--- src/rtl/alu_pkg.sv ---
// alu_pkg: shared widths, flag bit indices and the buffered entry type
package alu_pkg;
    localparam int DATA_W = 16;
    localparam int FLAG_W = 4;
    localparam int FLAG_N = 3;
    localparam int FLAG_Z = 2;
    localparam int FLAG_C = 1;
    localparam int FLAG_V = 0;

    typedef struct packed {
        logic [DATA_W-1:0] result;
        logic [FLAG_W-1:0] flags;
    } entry_t;
endpackage

--- src/rtl/alu_flag_gen.sv ---
// alu_flag_gen: maps adder/subtractor sum, carry and overflow to {N,Z,C,V}
module alu_flag_gen
    import alu_pkg::*;
#(
    parameter int SUM_W = DATA_W
) (
    input  logic [SUM_W-1:0]  sum,
    input  logic              carry,
    input  logic              overflow,
    output logic [FLAG_W-1:0] flags
);
    // Flag bits are placed by index so the packing lives in the package only
    always_comb begin
        flags         = '0;
        flags[FLAG_N] = sum[SUM_W-1];
        flags[FLAG_Z] = (sum == '0);
        flags[FLAG_C] = carry;
        flags[FLAG_V] = overflow;
    end
endmodule

--- src/rtl/alu_result_buffer.sv ---
// alu_result_buffer: FIFO of ALU results with flags; ALU_STICKY_OVF_EN enables sticky overflow
module alu_result_buffer #(
    parameter int DEPTH  = 4,
    parameter int DATA_W = alu_pkg::DATA_W
) (
    input  logic                        clk,
    input  logic                        rst,
    input  logic                        in_valid,
    output logic                        in_ready,
    input  logic [DATA_W-1:0]           in_sum,
    input  logic                        in_carry,
    input  logic                        in_overflow,
    output logic                        out_valid,
    input  logic                        out_ready,
    output logic [DATA_W-1:0]           out_result,
    output logic [alu_pkg::FLAG_W-1:0]  out_flags,
    output logic [$clog2(DEPTH):0]      count,
    input  logic                        clr_sticky,
    output logic                        sticky_v
);
    import alu_pkg::*;

    localparam int PTR_W = $clog2(DEPTH);
    localparam int CNT_W = PTR_W + 1;

    logic [DATA_W-1:0] mem_result [DEPTH];
    logic [FLAG_W-1:0] mem_flags  [DEPTH];
    logic [PTR_W-1:0]  wr_ptr;
    logic [PTR_W-1:0]  rd_ptr;
    logic [FLAG_W-1:0] new_flags;
    logic              ready_en;
    logic              push;
    logic              pop;

    alu_flag_gen #(.SUM_W(DATA_W)) u_flag_gen (
        .sum      (in_sum),
        .carry    (in_carry),
        .overflow (in_overflow),
        .flags    (new_flags)
    );

    // ready_en keeps in_ready low until the first edge after reset releases
    assign in_ready   = ready_en && (count < CNT_W'(DEPTH));
    assign out_valid  = (count != '0);
    assign push       = in_valid && in_ready;
    assign pop        = out_valid && out_ready;
    assign out_result = out_valid ? mem_result[rd_ptr] : '0;
    assign out_flags  = out_valid ? mem_flags[rd_ptr] : '0;

    // Pointers wrap naturally since DEPTH is a power of two
    always_ff @(posedge clk or posedge rst) begin
        if (rst) begin
            wr_ptr   <= '0;
            rd_ptr   <= '0;
            count    <= '0;
            ready_en <= 1'b0;
        end else begin
            ready_en <= 1'b1;
            if (push) wr_ptr <= wr_ptr + PTR_W'(1);
            if (pop) rd_ptr <= rd_ptr + PTR_W'(1);
            count <= count + CNT_W'(push) - CNT_W'(pop);
        end
    end

    // Entry storage is not reset; stale slots are unreachable once count is cleared
    always_ff @(posedge clk) begin
        if (push) begin
            mem_result[wr_ptr] <= in_sum;
            mem_flags[wr_ptr]  <= new_flags;
        end
    end

`ifdef ALU_STICKY_OVF_EN
    // Overflow on a push sets the sticky bit and beats a simultaneous clear
    always_ff @(posedge clk or posedge rst) begin
        if (rst) sticky_v <= 1'b0;
        else if (push && in_overflow) sticky_v <= 1'b1;
        else if (clr_sticky) sticky_v <= 1'b0;
    end
`else
    logic unused_clr_sticky;
    assign unused_clr_sticky = clr_sticky;
    assign sticky_v          = 1'b0;
`endif
endmodule

--- config.mk ---
export PLATFORM = sky130hd
export DESIGN_NAME = alu_result_buffer
export DESIGN_NICKNAME = d
export VERILOG_FILES = /design/src/rtl/alu_pkg.sv /design/src/rtl/alu_flag_gen.sv /design/src/rtl/alu_result_buffer.sv
export SDC_FILE = /design/constraint.sdc
export NUM_CORES = 1
export LEC_CHECK = 0
export BUFFER_PORTS_ARGS = -buffer_cell sky130_fd_sc_hd__buf_4
export CORE_MARGIN = 1
export CORE_UTILIZATION = 55
export DETAILED_ROUTE_END_ITERATION = 10
export PLACE_DENSITY = 0.77
export SKIP_CTS_REPAIR_TIMING = 1
export SYNTH_ARGS = -nofsm -noshare
export SYNTH_HDL_FRONTEND = slang
export SYNTH_SLANG_ARGS = --single-unit
--- constraint.sdc ---
create_clock -name clk -period 2.8 [get_ports clk]
set_input_delay 0.56 -clock clk [delete_from_list [all_inputs] [get_ports clk]]
set_output_delay 0.56 -clock clk [all_outputs]
set_load 0.01 [all_outputs]
==> results by group, run 1 <==
Floorplan
  – Initial Util: 57.0%
  – Die area: between 6000 and 7000 um^2
  – Row count: 28
  – Die Width: around 80 um
  – Die Ht: around 80 um
  – Core outline area: roughly 6000 um^2
  – Io pins: slightly below 50

Clock network
  – Deepest clock path buffer count: 2
  – Root buf cell: clkbuf_8
  – CTS buffer count: 9
  – Clk_lat worst skew: between 0.3 and 0.4 ns
  – CTS clk-pin slew, worst paths: 0.08 ns
  – CTS sink cnt: 84
  – H-tree depth: 3
  – CTS tree: built

Critical path
  – Worst setup path class: flop to output port
  – Crit path buf inv count: 2
  – Crit Path Max Fanout: 12
  – CP dominant cell by count: buf_4
  – Crit. End Element: output port
  – Ordered list of cells on the worst path: buf_4 -> mux4_1 -> and2_1 -> buf_4
  – Critical Path Source Type: flop
  – CP peak stage delay: between 0.5 and 0.6 ns
  – Critical path's top delay family: multiplexers
  – Critical Path AT: 1.87 ns
  – Crit path required time: 2.24 ns
  – Crit-path slowest cell: mux4_1

Synthesis
  – Adder and majority gate portion of the synthesized area: between 2 and 3%
  – Sequential area share after synthesis: roughly three quarters
  – Distinct cell type count after synthesis: 22
  – Synthesis warning total: 0
  – Synth area leader: edfxtp_1
  – Synth top area share: between 60 and 70%
  – Synthesized area per cell: about 20 um^2
  – Post-Syn Area: between 3000 and 4000 um^2
  – Main combinational cell family by area after synthesis: multiplexers
  – Main synth FF type: edfxtp_1
  – Asr flop ratio synth: a little under a tenth
  – Mux share of post-synthesis cell area: 13.1%
  – Top area cells in the synthesized netlist: edfxtp_1 68%, mux4_2 12%, dfrtp_1 5.9%
  – Mapped Cells: 168
  – Synth Area in Simple Gates: 5.89%
  – Area fraction in compound gates after synthesis: less than 1%
  – EDFF count, synth: 76
  – Post-Synth XOR/XNOR Area: 1.30%
  – Seq cells post-synth: 84
  – Syn nets: approximately 200

STA
  – Pins over their slew limit: 0
  – Post-layout min period: approximately 2.4 ns
  – Slew headroom: 58.5%
  – Worst-Margin Slew: 0.622 ns
  – Hold Fails Final Rpt: 0
  – Setup TNS: 0 ns
  – Fmax: 412 MHz
  – Crit share post-route: between 80 and 90%
  – Clk_skew: between 0.004 and 0.005 ns
  – RSZ-0062 raised after global routing: false
  – Final count of negative-setup-slack endpoints: 0

Run
  – Count of maximum capacitance violations: 0

Finish
  – Multi-input gate area in the final layout: roughly 800 um^2
  – Core Util, Final: about two thirds
  – Fillers: 371
  – Design Area, Final: 4010 um^2
  – Commonest non-fill, non-tap cell in the layout: edfxtp_1
  – Layout Nets: between 200 and 300
  – Syn-to-layout area delta: 18.6%
  – Register area: approximately 2500 um^2
  – ANT cells: 0
  – Most frequent cells in the layout: 76 x edfxtp_1, 52 x buf_4, 23 x and2_1
  – Layout cell share with drive strength beyond 1: between 30% and 40%

Detailed routing
  – Residual DRC count: 0
  – Antenna viol nets, final: 0
  – Final wirelength: about 5600 um
  – WL/cell: 18.5 um
  – Via Count: between 1500 and 2000
  – Via density: between 5 and 6
  – Number of DRC markers in iteration 0: between 100 and 150
  – Pre-antenna DRT Iters: 4

Status
  – Status: finished clean

Placed design
  – DP Area: 3820 um^2
  – DP HPWL: about 3600 um
  – GP Congestion: between 0.6 and 0.7
  – Number of port buffers: 46

GRT
  – Vias in the first global route: ~1700
  – Global-route wire length before repair: roughly 8500 um
  – Largest net degree at the start of global routing: 21
  – GRT Overall Usage: about a fifth
  – Initial antenna violation count: 0
  – GRT overflow: 0

Power
  – Pwr/cell area: around 950 nW/um^2
  – Peak supply drop: 0.581 mV
  – Pleak: 1.45 nW

Min path
  – Min-Delay Path Class: input pin to asynchronous set/reset pin
[cell families after synthesis]
kind of cell | after synthesis
adder cells (fa/ha/maj) | 7
other | 2
AO/OA/AOI/OAI | 2
buffers and inverters | 17
flip-flops | 84
XOR/XNOR | 5
multiplexers | 20
AND/OR/NAND/NOR | 31
[final timing paths]
kind                             start              end  slack [ns]  cells past startpoint
setup / recovery             rd_ptr[0]     out_flags[3]        0.37                      4
min in group clk           in_overflow  mem_flags[1][0]        0.43                      1
hold reg to reg              wr_ptr[1]        wr_ptr[1]        0.58                      1
max in group asynchronous          rst         count[2]        2.39                      2
setup reg to reg              count[1]         count[2]        0.62                      8
hold / removal                     rst         count[0]        0.17                      2
[flip-flops by register name, summed over array words and instances (netlist names)]
name,cells
rd_ptr,2
mem_flags,13
wr_ptr,2
mem_result,63
count,3
ready_en,1
[synth_stat cells (all sizes together) (2+ instances only)]
master and number:
edfxtp 76, and2 23, mux4 19, dfrtp 8, inv 8, buf 6
ha 6, xnor2 5, nor4 4, clkbuf 3, conb 2
[cell type report]
| class | instances | area share [%] |
|---|---|---|
| clock inverters | 2 | 0.875 |
| clock buffers | 13 | 3.72 |
| multi-input cells | 67 | 20.1 |
| well taps | 75 | 2.34 |
| repair buffers | 53 | 10.2 |
| inverters | 8 | 0.750 |
| flip-flops and latches | 84 | 62.0 |
[report_power, final]
| group | switching, mW | internal (mW) | leakage (nW) |
|---|---|---|---|
| logic | 0.602 | 0.779 | 0.577 |
| registers | 0.0989 | 1.51 | 0.784 |
| clock network | 0.373 | 0.432 | 0.0935 |
[routing by layer]
metal  wire [um]  global-route usage [%]  vias up
met2        2990                    32.0       45
met4         107                    10.7        0
met3         216                    4.66       15
met5           0                       0        -
met1        2260                    23.0      809
li1            -                       -      758
[stage by stage]
step	setup WS [ns]	power (mW)	cells	hold WS, ns
after detailed placement	0.509	3.04	287	0.540
after CTS	0.317	3.84	302	0.169
final	0.371	3.79	302	0.171
after floorplan	0.622	2.48	168	0.376
after global routing	0.239	4.00	302	0.171
after global placement	0.592	2.97	287	0.513
Note: power is estimated with default switching activity, not from simulation.
==> run 2, diff against run 1 <==
--- a/config.mk
+++ b/config.mk
@@ -5,6 +5,7 @@
 export SDC_FILE = /design/constraint.sdc
 export NUM_CORES = 1
 export LEC_CHECK = 0
+export ABC_AREA = 1
 export BUFFER_PORTS_ARGS = -buffer_cell sky130_fd_sc_hd__buf_4
 export CORE_MARGIN = 1
 export CORE_UTILIZATION = 55
==> run 2 against run 1 <==
Compared with the run above:
- the flow now finishes with violations (design-rule violations)
- wire length increased by 26%
- count of clock-buffer cells in the layout unchanged
- utilization fell by 0.19 points
==> results by group, run 2 <==
Status
  – Status: complete, but fails checks
  – Failing checks: design-rule violations

Critical path
  – Crit Path Max Fanout: 39 (+27)
  – Worst setup path class: flop to output port
  – Crit path required time: 2.24 ns (about the same)
  – Critical Path Source Type: flop
  – Critical Path AT: 1.72 ns (-0.15 ns)
  – Crit. End Element: output port

Clock network
  – CTS buffer count: 9 (unchanged)
  – CTS clk-pin slew, worst paths: 0.08 ns (about the same)
  – H-tree depth: 3 (unchanged)
  – CTS tree: built
  – Clk_lat worst skew: 0.34 ns (about the same)
  – CTS sink cnt: 84 (unchanged)
  – Deepest clock path buffer count: 2 (unchanged)
  – Root buf cell: clkbuf_8

STA
  – Hold Fails Final Rpt: 0 (unchanged)
  – Final count of negative-setup-slack endpoints: 0 (unchanged)
  – Pins over their slew limit: 0 (unchanged)
  – Crit share post-route: 81.6% (-5.2 points)
  – RSZ-0062 raised after global routing: false
  – Fmax: 438 MHz (+6.3%)
  – Post-route setup slack: 0.516 ns (+0.145 ns)
  – Worst-Margin Slew: 0.670 ns (+0.0478 ns)
  – Slew headroom: 55.3% (-3.2 points)
  – Clk_skew: 0.00562 ns (+0.000636 ns)
  – Worst hold slack: 0.167 ns (-0.00408 ns)
  – Post-layout min period: 2.28 ns (-0.145 ns)
  – Setup TNS: 0 ns (unchanged)

Finish
  – ANT cells: 0 (unchanged)
  – Final Non-Filler Cells: 501 (+66%)
  – Commonest non-fill, non-tap cell in the layout: inv_1
  – Max reg flops: 63 (unchanged)
  – Biggest register: mem_result
  – Biggest regs: mem_result: 63 flops, mem_flags: 13 flops, count: 3 flops
  – Syn-to-layout area delta: 16.3%
  – Design Area, Final: 4360 um^2 (+8.8%)
  – Layout Nets: 449 (+77%)
  – Core Util, Final: 67.5% (-0.19 points)
  – Fillers: 481 (+30%)
  – Most frequent cells in the layout: 90 x inv_1, 86 x nand2_1, 76 x edfxtp_1
  – Layout cell share with drive strength beyond 1: 17.5% (-20 points)

Synthesis
  – Post-Syn Area: 3740 um^2 (+11%)
  – Seq cells post-synth: 84 (unchanged)
  – EDFF count, synth: 76 (unchanged)
  – Sequential area share after synthesis: 66.3% (-7.2 points)
  – Most instantiated cells after synthesis: 90 x inv_1, 86 x nand2_1, 76 x edfxtp_1
  – Synth area leader: edfxtp_1
  – Synthesized area per cell: 10.2 um^2 (-49%)
  – Top area cells in the synthesized netlist: edfxtp_1 61%, inv_1 9.0%, nand2_1 8.6%
  – Most common cell in the netlist: inv_1
  – Syn nets: 397 (+100%)
  – Asr flop ratio synth: 9.52% (unchanged)
  – Main synth FF type: edfxtp_1
  – Synthesis warning total: 0 (unchanged)
  – Mapped Cells: 367 (+120%)
  – Distinct cell type count after synthesis: 19 (-14%)
  – Synth top area share: 60.9% (-6.7 points)

Detailed routing
  – Pre-antenna DRT Iters: 7 (+3)
  – Residual DRC count: 8 (+8)
  – Via Count: 2513 (+54%)
  – WL/cell: 14.0 um (-24%)
  – Number of DRC markers in iteration 0: 157 (+44%)
  – Antenna viol nets, final: 0 (unchanged)
  – Final wirelength: 7010 um (+26%)
  – Via density: 5.02 (-6.9%)

GRT
  – Initial antenna violation count: 0 (unchanged)
  – Global-route wire length before repair: 11200 um (+32%)
  – GRT overflow: 0 (unchanged)
  – Largest net degree at the start of global routing: 41 (+95%)
  – Vias in the first global route: 2434 (+40%)
  – GRT Overall Usage: 21.0% (+1.7 points)

Placed design
  – Placed cell count: 485 (+69%)
  – DP HPWL: 4430 um (+22%)
  – Dpl ws: 0.595 ns (+0.0857 ns)
  – DP Area: 4170 um^2 (+9.1%)
  – GP Congestion: 0.743 (+9.0%)
  – Number of port buffers: 46 (unchanged)

Power
  – P_sw: 1.45 mW (+35%)
  – Peak supply drop: 0.765 mV (+32%)
  – Pleak: 2.03 nW (+40%)
  – Sequential share of power: 39.1% (-3.3 points)
  – Logic pwr share: 41.3% (+4.9 points)
  – Pwr/cell area: 925 nW/um^2 (-2.3%)
  – Switching part of the total: 36.0% (+7.7 points)
  – Clk pwr share: 19.6% (-1.6 points)
  – Cell Int Power: 2.58 mW (-5.1%)
  – Total Power: 4.03 mW (+6.3%)

Floorplan
  – Initial Util: 58.0% (+0.97 points)
  – Die Width: 84.5 um (+5.2%)
  – Die Ht: 84.5 um (+5.2%)
  – Row count: 29 (+3.6%)
  – Die area: 7140 um^2 (+11%)
  – Core outline area: 6460 um^2 (+9.1%)
  – Io pins: 49 (unchanged)

Run
  – Count of maximum capacitance violations: 0 (unchanged)

Min path
  – Min-Delay Path Class: input pin to asynchronous set/reset pin
-- run 2: changes by cell type in the layout (fill, tap and decap cells not counted), sizes merged, moves of 3 or more --
cell,previous run,this run
nand2,0,86
inv,8,93
nand3,0,38
and2,23,0
a21oi,0,20
mux4,19,0
nor2,0,16
nor4,4,0
buf,53,56
xnor2,5,2
-- run 2: power groups by stage --
stage	Combinational (mW)	Clock [mW]	Sequential (mW)
final	1.66	0.792	1.58
after global routing	1.83	0.847	1.59
after CTS	1.68	0.798	1.58
after detailed placement	1.68	0	1.60
after global placement	1.63	0	1.60
after floorplan	1.03	0	1.60
-- run 2: layer usage --
metal  vias to the layer above  wire length [um]  part of all wire (%)  GRT usage, %
met1                      1190              2780                    40          25.4
li1                       1242                 -                     -             -
met5                         -                 0                     0             0
met3                        13               351                   5.0          3.74
met2                        68              3740                    53          37.1
met4                         0               143                   2.0          8.94
-- run 2: path summary, 6_finish.rpt --
kind	from	end	slack, ns	depth (start not counted)
max in group asynchronous	rst	rd_ptr[1]	2.39	2
worst min register to register	count[1]	count[2]	0.54	2
worst max register to register	count[2]	count[2]	0.62	10
min in group clk	in_overflow	mem_flags[2][0]	0.41	1
worst min-delay path	rst	ready_en	0.17	2
worst max-delay path	rd_ptr[0]	out_result[8]	0.52	5
-- run 2: cell families after synthesis --
family | Yosys count | synth area share, %
and+or+nand+nor | 142 | 15.6
buffers and inverters | 108 | 11.8
DFF | 84 | 66.3
AOI/OAI and AO/OA | 21 | 2.81
adders and majority gates | 7 | 2.54
xor gates and xnor gates | 3 | 0.702
other | 2 | 0.201
-- run 2: area by class of cell --
| class | instances | area, um^2 | area share (%) |
|---|---|---|---|
| flip-flops and latches | 84 | 2480 | 57.0 |
| multi-input cells | 175 | 820 | 18.8 |
| repair buffers | 56 | 420 | 9.65 |
| inverters | 93 | 349 | 8.01 |
| clock buffers | 13 | 169 | 3.88 |
| well taps | 77 | 96.3 | 2.21 |
| clock inverters | 3 | 20.0 | 0.460 |
-- run 2: worst max-delay path: stages, from the launching register on --
cell,delay [ns]
dfrtp_1,0.39
inv_2,0.50
nand2_1,0.12
nand3_1,0.11
a21oi_1,0.09
buf_4,0.17
==> run 3, diff against run 2 <==
--- a/config.mk
+++ b/config.mk
@@ -8,9 +8,9 @@
 export ABC_AREA = 1
 export BUFFER_PORTS_ARGS = -buffer_cell sky130_fd_sc_hd__buf_4
 export CORE_MARGIN = 1
-export CORE_UTILIZATION = 55
+export CORE_UTILIZATION = 52
 export DETAILED_ROUTE_END_ITERATION = 10
-export PLACE_DENSITY = 0.77
+export PLACE_DENSITY = 0.76
 export SKIP_CTS_REPAIR_TIMING = 1
 export SYNTH_ARGS = -nofsm -noshare
 export SYNTH_HDL_FRONTEND = slang
==> constraint.sdc (replaced) <==
create_clock -name clk -period 2 [get_ports clk]
set_input_delay 0.4 -clock clk [delete_from_list [all_inputs] [get_ports clk]]
set_output_delay 0.4 -clock clk [all_outputs]
set_load 0.01 [all_outputs]
==> run 3 against run 2 <==
Compared with the run above:
- the flow now finishes without violations
- global-route usage grew 0.16 points
- final cell count grew 4.8%
- wire length grew 4.8%
- critical endpoint is now out_result[1]
==> results by group, run 3 (synthesis gave the netlist of run 2 again) <==
STA
  – Clk_skew: 0.00678 ns (+0.00116 ns)
  – Final count of negative-setup-slack endpoints: 0 (unchanged)
  – Post-route setup slack: 0.0615 ns (-0.455 ns)
  – Hold Fails Final Rpt: 0 (unchanged)
  – RSZ-0062 raised after global routing: true
  – Pins over their slew limit: 0 (unchanged)
  – Post-layout min period: 1.94 ns
  – Fmax: between 500 and 600 MHz
  – Crit share post-route: between 90% and 100%

Power
  – Clk pwr share: 19.4% (-0.2 points)
  – Sequential share of power: 36.9% (-2.2 points)
  – Peak supply drop: 0.796 mV (+4.1%)
  – Cell Int Power: 3.85 mW (+49%)
  – P_sw: 2.22 mW (+53%)
  – Switching part of the total: 36.6% (+0.58 points)
  – Total Power: 6.07 mW (+51%)
  – Logic pwr share: 43.7% (+2.4 points)
  – Pleak: 2.07 nW (+1.8%)
  – Pwr/cell area: 1340 nW/um^2 (+44%)

Detailed routing
  – Final wirelength: 7350 um (+4.8%)
  – Antenna viol nets, final: 0 (unchanged)
  – Via density: 4.84 (-3.5%)
  – Number of DRC markers in iteration 0: 80 (-49%)
  – Residual DRC count: 0 (-8)
  – Pre-antenna DRT Iters: 5 (-2)
  – Via Count: 2541 (+1.1%)
  – WL/cell: 14.0 um (about the same)

Finish
  – Syn-to-layout area delta: 21.3%
  – Most frequent cells in the layout: 88 x inv_1, 82 x nand2_1, 76 x edfxtp_1
  – Fillers: 526 (+9.4%)
  – Layout cell share with drive strength beyond 1: 23.1% (+5.6 points)
  – Multi-input gate area in the final layout: 900 um^2 (+9.8%)
  – ANT cells: 0 (unchanged)
  – Biggest regs: mem_result: 63 flops, mem_flags: 13 flops, count: 3 flops
  – Final Non-Filler Cells: 525 (+4.8%)
  – Max reg flops: 63 (unchanged)
  – Register area: 2480 um^2 (+0.10%)
  – Layout Nets: 454 (+1.1%)
  – Biggest register: mem_result
  – Commonest non-fill, non-tap cell in the layout: inv_1

Floorplan
  – Die Width: 86.9 um (+2.8%)
  – Initial Util: 54.5% (-3.5 points)
  – Row count: 30 (+3.4%)
  – Die Ht: 86.9 um (+2.8%)
  – Die area: 7540 um^2 (+5.6%)
  – Core outline area: 6870 um^2 (+6.4%)
  – Io pins: 49 (unchanged)

Critical path
  – Flop-to-flop setup slack: 0.08 ns (-0.54 ns)
  – Crit Path Max Fanout: 40 (+2.6%)
  – Critical Path AT: 1.54 ns (-0.18 ns)
  – Worst setup path class: flop to output port
  – R2R Path End: count[2]
  – Crit path required time: 1.60 ns (-0.64 ns)
  – R2R Path Start: count[1]
  – Ordered list of cells on the worst path: buf_12 -> nand2_1 -> nand3_1 -> a21oi_1 -> buf_4
  – Crit. End Element: output port
  – Critical Path Source Type: flop
  – R2R depth: 12 (+2)
  – Crit-path slowest cell: dfrtp_2
  – CP peak stage delay: 0.47 ns (-0.03 ns)

Clock network
  – Clk_lat worst skew: 0.34 ns (about the same)
  – CTS tree: built
  – CTS clk-pin slew, worst paths: 0.08 ns (about the same)
  – Root buf cell: clkbuf_8
  – CTS buffer count: 9 (unchanged)
  – CTS sink cnt: 84 (unchanged)
  – Deepest clock path buffer count: 2 (unchanged)
  – H-tree depth: 3 (unchanged)

Run
  – Count of maximum capacitance violations: 0 (unchanged)

Status
  – Status: finished clean

Placed design
  – DP HPWL: 4380 um (-1.2%)
  – Placed cell count: 507 (+4.5%)
  – Number of port buffers: 46 (unchanged)
  – Dpl ws: 0.0154 ns (-0.580 ns)
  – GP Congestion: 0.723 (-2.7%)

GRT
  – GRT overflow: 0 (unchanged)
  – Global-route wire length before repair: 11400 um (+1.0%)
  – GRT Overall Usage: 21.1% (+0.16 points)
  – Initial antenna violation count: 0 (unchanged)
  – Largest net degree at the start of global routing: 41 (unchanged)
  – Vias in the first global route: 2449 (+0.62%)

Min path
  – Min-Delay Path Class: input pin to asynchronous set/reset pin
## run 3: changes by cell type in the layout (fill, tap and decap cells not counted), moves of 3 or more
cell | previous run | this run
a21oi_1 | 20 | 16
a21oi_2 | 0 | 4
clkbuf_8 | 12 | 9
inv_6 | 0 | 3
nand2_1 | 86 | 82
nand2_2 | 0 | 4
## run 3: layout make-up
cell class	instances	area share, %
flip-flops and latches	84	54.7
multi-input cells	175	19.8
repair buffers	61	10.5
inverters	93	7.98
clock buffers	9	2.73
well taps	96	2.64
clock inverters	7	1.65
## run 3: worst max-delay path: cells and delay by family (launching register included)
family / cells / cell delay (ns)
compound gates: 1 / 0.20
simple gates: 2 / 0.17
flops: 1 / 0.47
buf+inv: 2 / 0.36
## run 3: layer usage
layer | track usage, % | share of wire, % | wire length, um
met1 | 25.1 | 39 | 2870
met2 | 34.6 | 53 | 3930
met3 | 6.35 | 6.4 | 471
met4 | 11.7 | 1.0 | 76
met5 | 0 | 0 | 0
## run 3: stage by stage
step           TNS (ns)  hold slack (ns)  util [%]  cell area, um^2
2_1_floorplan    -0.725            0.216         -             3800
3_3_place_gp          0            0.369      62.1             4270
3_5_place_dp          0            0.382      62.1             4270
4_1_cts           -1.71         -0.00518      65.0             4470
5_1_grt         -0.0517          0.00566      66.2             4540
6_report              0         0.000877      66.2             4540
## run 3: how the worst max path moves through the flow
| stage | slack, ns | to | cells after the start | startpoint |
|---|---|---|---|---|
| 6_report | 0.06 | out_result[1] | 5 | rd_ptr[0] |
| 5_1_grt | -0.02 | count[2] | 12 | count[1] |
| 4_1_cts | -0.13 | out_result[15] | 6 | count[1] |
| 3_5_place_dp | 0.02 | count[2] | 12 | count[1] |
| 3_3_place_gp | 0.06 | count[2] | 12 | count[0] |
| 2_1_floorplan | -0.01 | count[2] | 12 | count[0] |
## run 3: power by group through the flow
stage                     Sequential, mW  Clock [mW]  Combinational (mW)
after detailed placement            2.25           0                2.50
after global routing                2.25        1.28                2.90
after CTS                           2.21        1.20                2.52
after floorplan                     2.26           0                1.51
after global placement              2.23           0                2.44
final                               2.24        1.18                2.65
